===== src/rtl/uart_tx_fifo.sv =====
// FIFO-buffered UART transmitter: frames go out back-to-back while words are queued.
// Optional: define UART_TX_BREAK_EN to add the tx_break port and the BREAK/MARK states.
module uart_tx_fifo #(
  parameter int CLK_FREQ   = 50_000_000,
  parameter int BAUD_RATE  = 115_200,
  parameter int DATA_BITS  = 8,
  parameter int PARITY     = 0,
  parameter int STOP_BITS  = 1,
  parameter int FIFO_DEPTH = 16,
  parameter int BREAK_BITS = 13
) (
  input  logic                          clk,
  input  logic                          reset,
  input  logic [DATA_BITS-1:0]          tx_data,
  input  logic                          tx_valid,
  output logic                          tx_ready,
  output logic                          tx,
  output logic                          busy,
  output logic [$clog2(FIFO_DEPTH):0]   fifo_count
`ifdef UART_TX_BREAK_EN
  ,
  input  logic                          tx_break
`endif
);

  localparam int CLKS_PER_BIT = (CLK_FREQ + BAUD_RATE / 2) / BAUD_RATE;
  localparam int AW           = $clog2(FIFO_DEPTH);
  localparam int SW           = DATA_BITS + 1;
  localparam int STOP_CLKS    = STOP_BITS * CLKS_PER_BIT;
`ifdef UART_TX_BREAK_EN
  localparam int BREAK_CLKS   = BREAK_BITS * CLKS_PER_BIT;
`else
  localparam int BREAK_CLKS   = 1;
`endif
  localparam int MAX_CLKS     = (BREAK_CLKS > STOP_CLKS) ? BREAK_CLKS : STOP_CLKS;
  localparam int CW           = $clog2(MAX_CLKS);

  if (CLKS_PER_BIT < 2) begin : g_chk_cpb
    $error("uart_tx_fifo: CLKS_PER_BIT must be at least 2");
  end
  if (DATA_BITS < 5 || DATA_BITS > 9) begin : g_chk_data
    $error("uart_tx_fifo: DATA_BITS must be within 5..9");
  end
  if (FIFO_DEPTH < 2 || (FIFO_DEPTH & (FIFO_DEPTH - 1)) != 0) begin : g_chk_depth
    $error("uart_tx_fifo: FIFO_DEPTH must be a power of two >= 2");
  end
  if (PARITY < 0 || PARITY > 2 || STOP_BITS < 1 || STOP_BITS > 2 || BREAK_BITS < 1) begin : g_chk_misc
    $error("uart_tx_fifo: PARITY, STOP_BITS or BREAK_BITS out of range");
  end

`ifdef UART_TX_BREAK_EN
  typedef enum logic [2:0] {S_IDLE, S_START, S_DATA, S_PARITY, S_STOP, S_BREAK, S_MARK} state_e;
`else
  typedef enum logic [2:0] {S_IDLE, S_START, S_DATA, S_PARITY, S_STOP} state_e;
`endif

  state_e               state_q, state_d;
  logic                 tx_q, tx_d;
  logic                 busy_q, busy_d;
  logic [CW-1:0]        cnt_q, cnt_d;
  logic [3:0]           bit_q, bit_d;
  logic [SW-1:0]        sh_q, sh_d;
  logic [AW-1:0]        wr_ptr_q, wr_ptr_d, rd_ptr_q, rd_ptr_d;
  logic [AW:0]          count_q, count_d;
  logic                 full_q, full_d;
  logic [DATA_BITS-1:0] mem_q [FIFO_DEPTH];
  logic                 push, pop, start, bit_end;
  logic [DATA_BITS-1:0] head;
  logic                 head_par;

  assign head     = mem_q[rd_ptr_q];
  assign head_par = (PARITY == 1) ? ~^head : ^head;
  assign push     = tx_valid && !full_q;
  assign pop      = start;
  assign bit_end  = (cnt_q == CW'(CLKS_PER_BIT - 1));

  // Parity rides in the shift register's MSB so it reaches bit 0 after the last data bit.
  always_comb begin : fsm_next
    state_d = state_q;
    tx_d    = tx_q;
    busy_d  = busy_q;
    cnt_d   = cnt_q + 1'b1;
    bit_d   = bit_q;
    sh_d    = sh_q;
    start   = 1'b0;
    unique case (state_q)
      S_IDLE: begin
        cnt_d = '0;
`ifdef UART_TX_BREAK_EN
        if (tx_break) begin
          state_d = S_BREAK;
          tx_d    = 1'b0;
          busy_d  = 1'b1;
        end else
`endif
        if (count_q != '0) start = 1'b1;
      end
      S_START: begin
        if (bit_end) begin
          state_d = S_DATA;
          tx_d    = sh_q[0];
          cnt_d   = '0;
        end
      end
      S_DATA: begin
        if (bit_end) begin
          cnt_d = '0;
          sh_d  = sh_q >> 1;
          if (bit_q == 4'(DATA_BITS - 1)) begin
            if (PARITY != 0) begin
              state_d = S_PARITY;
              tx_d    = sh_q[1];
            end else begin
              state_d = S_STOP;
              tx_d    = 1'b1;
            end
          end else begin
            bit_d = bit_q + 1'b1;
            tx_d  = sh_q[1];
          end
        end
      end
      S_PARITY: begin
        if (bit_end) begin
          state_d = S_STOP;
          tx_d    = 1'b1;
          cnt_d   = '0;
        end
      end
      S_STOP: begin
        if (cnt_q == CW'(STOP_CLKS - 1)) begin
          if (count_q != '0) begin
            start = 1'b1;
          end else begin
            state_d = S_IDLE;
            busy_d  = 1'b0;
            cnt_d   = '0;
          end
        end
      end
`ifdef UART_TX_BREAK_EN
      S_BREAK: begin
        if (cnt_q == CW'(BREAK_CLKS - 1)) begin
          cnt_d = cnt_q;
          if (!tx_break) begin
            state_d = S_MARK;
            tx_d    = 1'b1;
            cnt_d   = '0;
          end
        end
      end
      S_MARK: begin
        if (bit_end) begin
          state_d = S_IDLE;
          busy_d  = 1'b0;
          cnt_d   = '0;
        end
      end
`endif
      default: begin
        state_d = S_IDLE;
        tx_d    = 1'b1;
        busy_d  = 1'b0;
        cnt_d   = '0;
      end
    endcase
    if (start) begin
      state_d = S_START;
      tx_d    = 1'b0;
      busy_d  = 1'b1;
      cnt_d   = '0;
      bit_d   = '0;
      sh_d    = {head_par, head};
    end
  end

  always_comb begin : fifo_next
    wr_ptr_d = push ? wr_ptr_q + 1'b1 : wr_ptr_q;
    rd_ptr_d = pop ? rd_ptr_q + 1'b1 : rd_ptr_q;
    count_d  = count_q;
    if (push && !pop)      count_d = count_q + 1'b1;
    else if (pop && !push) count_d = count_q - 1'b1;
    full_d = (count_d == (AW + 1)'(FIFO_DEPTH));
  end

  always_ff @(posedge clk or posedge reset) begin
    if (reset) begin
      state_q  <= S_IDLE;
      tx_q     <= 1'b1;
      busy_q   <= 1'b0;
      cnt_q    <= '0;
      bit_q    <= '0;
      sh_q     <= '0;
      wr_ptr_q <= '0;
      rd_ptr_q <= '0;
      count_q  <= '0;
      full_q   <= 1'b0;
    end else begin
      state_q  <= state_d;
      tx_q     <= tx_d;
      busy_q   <= busy_d;
      cnt_q    <= cnt_d;
      bit_q    <= bit_d;
      sh_q     <= sh_d;
      wr_ptr_q <= wr_ptr_d;
      rd_ptr_q <= rd_ptr_d;
      count_q  <= count_d;
      full_q   <= full_d;
    end
  end

  always_ff @(posedge clk) begin
    if (push) mem_q[wr_ptr_q] <= tx_data;
  end

  assign tx_ready   = !full_q;
  assign tx         = tx_q;
  assign busy       = busy_q;
  assign fifo_count = count_q;

endmodule


===== config.mk =====
export PLATFORM = sky130hd
export DESIGN_NAME = uart_tx_fifo
export DESIGN_NICKNAME = d
export VERILOG_FILES = /design/src/rtl/uart_tx_fifo.sv
export SDC_FILE = /design/constraint.sdc
export NUM_CORES = 1
export LEC_CHECK = 0
export CORE_UTILIZATION = 61
export CTS_CLUSTER_SIZE = 25
export DETAILED_ROUTE_END_ITERATION = 8
export GPL_ROUTABILITY_DRIVEN = 0
export PLACE_DENSITY = 0.79
export SLEW_MARGIN = 20
export SYNTH_ARGS = -nofsm -noshare
export SYNTH_HDL_FRONTEND = slang
export SYNTH_SLANG_ARGS = --single-unit

===== constraint.sdc =====
create_clock -name clk -period 2.85 [get_ports clk]
set_input_delay 0.57 -clock clk [delete_from_list [all_inputs] [get_ports clk]]
set_output_delay 0.57 -clock clk [all_outputs]
set_load 0.1 [all_outputs]

==> run metrics <==
status=finished, final reports clean; Rows=38; Max Clock Skew=11.76 ps; share of cells above drive strength 1=0.1851; count leader, synth=edfxtp_1; Internal Power=5.504 mW; Mapped Area=7051 um2; non-filler instance count after layout=610; CP Max Fanout=14; Slowest-stage cell, CP=mux4_2; CTS Buf Count=17; Final WS setup=350.8 ps; endpoints failing hold=0; CTS clk-pin slew, worst paths=70 ps; worst skew pair latency=430 ps; Post-Syn Area per Cell=16.40 um2; Hold Crit Class=input pin to async pin; pre-CTS setup slack=303.5 ps; initial antenna violation count=0; nets=481; Tmin final=2499 ps; Die Ht=109.5 um; worst reg-to-reg path cell count=8; H-tree Lvls=4; WP data arrival=2800 ps; Post-synth ARST share=0.2426; Synth Area in Adders=0.02094; I/O Buffers=18; Synth area leader=edfxtp_1; CTS Hold Bufs=0; IO Pins=19; delay-heaviest family, CP=multiplexers; final slew viol count=0; Crit path depth=8; die area=11,990 um2; Detailed Routing Iterations Pass 1=5; ANT nets after route=0; number of synthesis warnings=0; Switch Pwr=2.728 mW; clock buffer depth=2; RSZ-0062 raised after global routing=false; Reg power frac=0.404; vias per std cell=6.252; relative slew slack=0.5166; Total Routing Usage GR=0.2522; vias=3,814; Synthesized Nets=452; # setup viols final=0; Reg2Reg Setup Slack=350 ps; #FFs+latches synth=169; Setup crit start=rd_ptr_q[0]$_DFFE_PP0N_; combinational family with the most area after synthesis=multiplexers; Die W=109.5 um; critical path's largest stage delay=540 ps; wire per inst=21.96 um; Commonest cells post-synth=edfxtp_1 (128), dfrtp_1 (40), mux4_2 (32); largest cells by area after synthesis=edfxtp_1 (55%), dfrtp_1 (14%), mux4_2 (10%), xnor2_1 (2.7%), ha_1 (2.0%); pin count of the biggest net entering global routing=38; number of global-route vias before repair=3,886; global-route wire length before repair=20,940 um; Initial Utilization=0.6392; Critical R2R Launch=rd_ptr_q[0]$_DFFE_PP0N_; DRC viols=0; max_cap viols=0; area share of the largest cell type after synthesis=0.5452; Final Cycle Share=0.8769; Worst Max-Slew Pin Slew=723.6 ps; XOR/XNOR Fraction of Synth Area=0.03478; Antenna diodes=0; Finished Cell Area=7983 um2; # resized after CTS=0; leak pwr=2.841 nW; pwr dens=1031 nW/um2; Synth Area in Simple Gates=0.07950; Synth Area in Compound Gates=0.05253; Synth cell types=46; setup TNS=0 ps; post-CTS setup buffer count=0; CTS tree=built; DP Area=7412 um2; DP Wirelength=8434 um; most used cell, CP=xnor2_1; Buf/Inv on CP=1; register area share after synthesis=0.6909; dpl cells=580; critical-path cell list=buf_12 -> mux4_2 -> a22oi_1 -> nand2_1 -> xnor2_1 -> xnor2_1 -> xnor2_1 -> o21ai_0; Top FF cell, synth=edfxtp_1; CTS sink cnt=169; VDD IR-drop max=755.4 uV; total grt overflow=0; clock group share of total power=0.272; Critical Path End Type=flip-flop; CP Class=flip-flop to flip-flop; Fill cells=658; reg-to-reg critical path endpoint=sh_q[8]$_DFFE_PP0P_; Syn Inst Count=430; Critical Path RT=3160 ps; mux contribution to synthesized area=0.1036; final wirelength=13,400 um; Placeable Area=11,030 um2; root buf cell=clkbuf_16; Critical Path Start Type=flip-flop; Area Overhead vs Synth=13.22%; number of DRC markers in iteration 0=327; crit path to=sh_q[8]$_DFFE_PP0P_; combinational share of power=0.324; Sw Ratio=0.3314; fmax=400.1 MHz; number of synthesized flops with an enable pin=128
[cell usage in the layout, fill, tap and decap left out, types with 6 or more instances in the layout]
cell,synthesis,routed
and2_1,17,17
mux4_2,32,32
xor2_1,6,6
buf_4,0,15
clkdlybuf4s50_1,0,10
a21oi_1,7,7
xnor2_1,22,22
nand2_1,29,29
inv_1,10,10
nand3_1,8,8
dfrtp_1,40,39
edfxtp_1,128,128
ha_1,11,11
and3_1,8,8
o21ai_0,8,8
clkbuf_16,0,17
nor2_1,26,26
a22oi_1,16,16
[power groups by stage]
stage | combinational, mW | clock [mW] | sequential [mW]
after floorplan | 1.80 | 0 | 3.52
after detailed placement | 2.65 | 0 | 3.36
after CTS | 2.70 | 2.26 | 3.32
after global placement | 2.60 | 0 | 3.34
final | 2.67 | 2.24 | 3.33
after global routing | 2.89 | 2.35 | 3.36
[logic make-up (layout without fill, tap and decap cells)]
group	after synthesis	count (layout)
flops	169	169
simple gates	109	109
compound gates	51	51
mux	33	33
xor+xnor	28	28
buf+inv	28	68
fa+ha+maj	12	12
[layout make-up]
cell class / count / area, um2 / share of cell area
inverter: 10 / 37.54 / 0.004702
sequential: 169 / 4872 / 0.6103
multi-input combinational: 233 / 2054 / 0.2574
clock inverter: 13 / 145.1 / 0.01818
clock buffer: 17 / 425.4 / 0.05329
tap: 140 / 175.2 / 0.02194
timing repair buffer: 28 / 272.8 / 0.03417
[per-stage QoR]
| stage | power, mW | util | hold WS, ps |
|---|---|---|---|
| floorplan | 5.319 | - | 453.5 |
| detailed placement | 6.017 | 0.6720 | 488.4 |
| global route | 8.608 | 0.7237 | 346.6 |
| CTS | 8.285 | 0.7237 | 324.7 |
| finish | 8.232 | 0.7237 | 333.4 |
| global placement | 5.947 | 0.6720 | 476.9 |
[per-layer routing]
metal,vias up,part of all wire,GRT usage
li1,1709,-,-
met1,1939,0.41,0.3249
met2,131,0.51,0.3949
met3,35,0.054,0.06995
met4,0,0.032,0.1333
met5,-,0,0
[state kept, by name (all words and copies together), names as in the netlist]
signal,count
state_q,3
mem_q,128
full_q,1
fifo_count,5
rd_ptr_q,4
sh_q,9
cnt_q,9
bit_q,4
wr_ptr_q,4
tx,1
busy,1
[worst min-delay path by stage]
stage          slack (ps)                 endpoint                start
4_1_cts               320  wr_ptr_q[1]$_DFFE_PP0P_                reset
5_1_grt               350  wr_ptr_q[3]$_DFFE_PP0P_                reset
3_5_place_dp          490      sh_q[3]$_DFFE_PP0P_  sh_q[4]$_DFFE_PP0P_
6_report              330  wr_ptr_q[1]$_DFFE_PP0P_                reset
3_3_place_gp          480       cnt_q[0]$_DFF_PP0_   cnt_q[0]$_DFF_PP0_
2_1_floorplan         450       cnt_q[0]$_DFF_PP0_   cnt_q[0]$_DFF_PP0_
No activity file was read; power rests on OpenSTA's default activity.
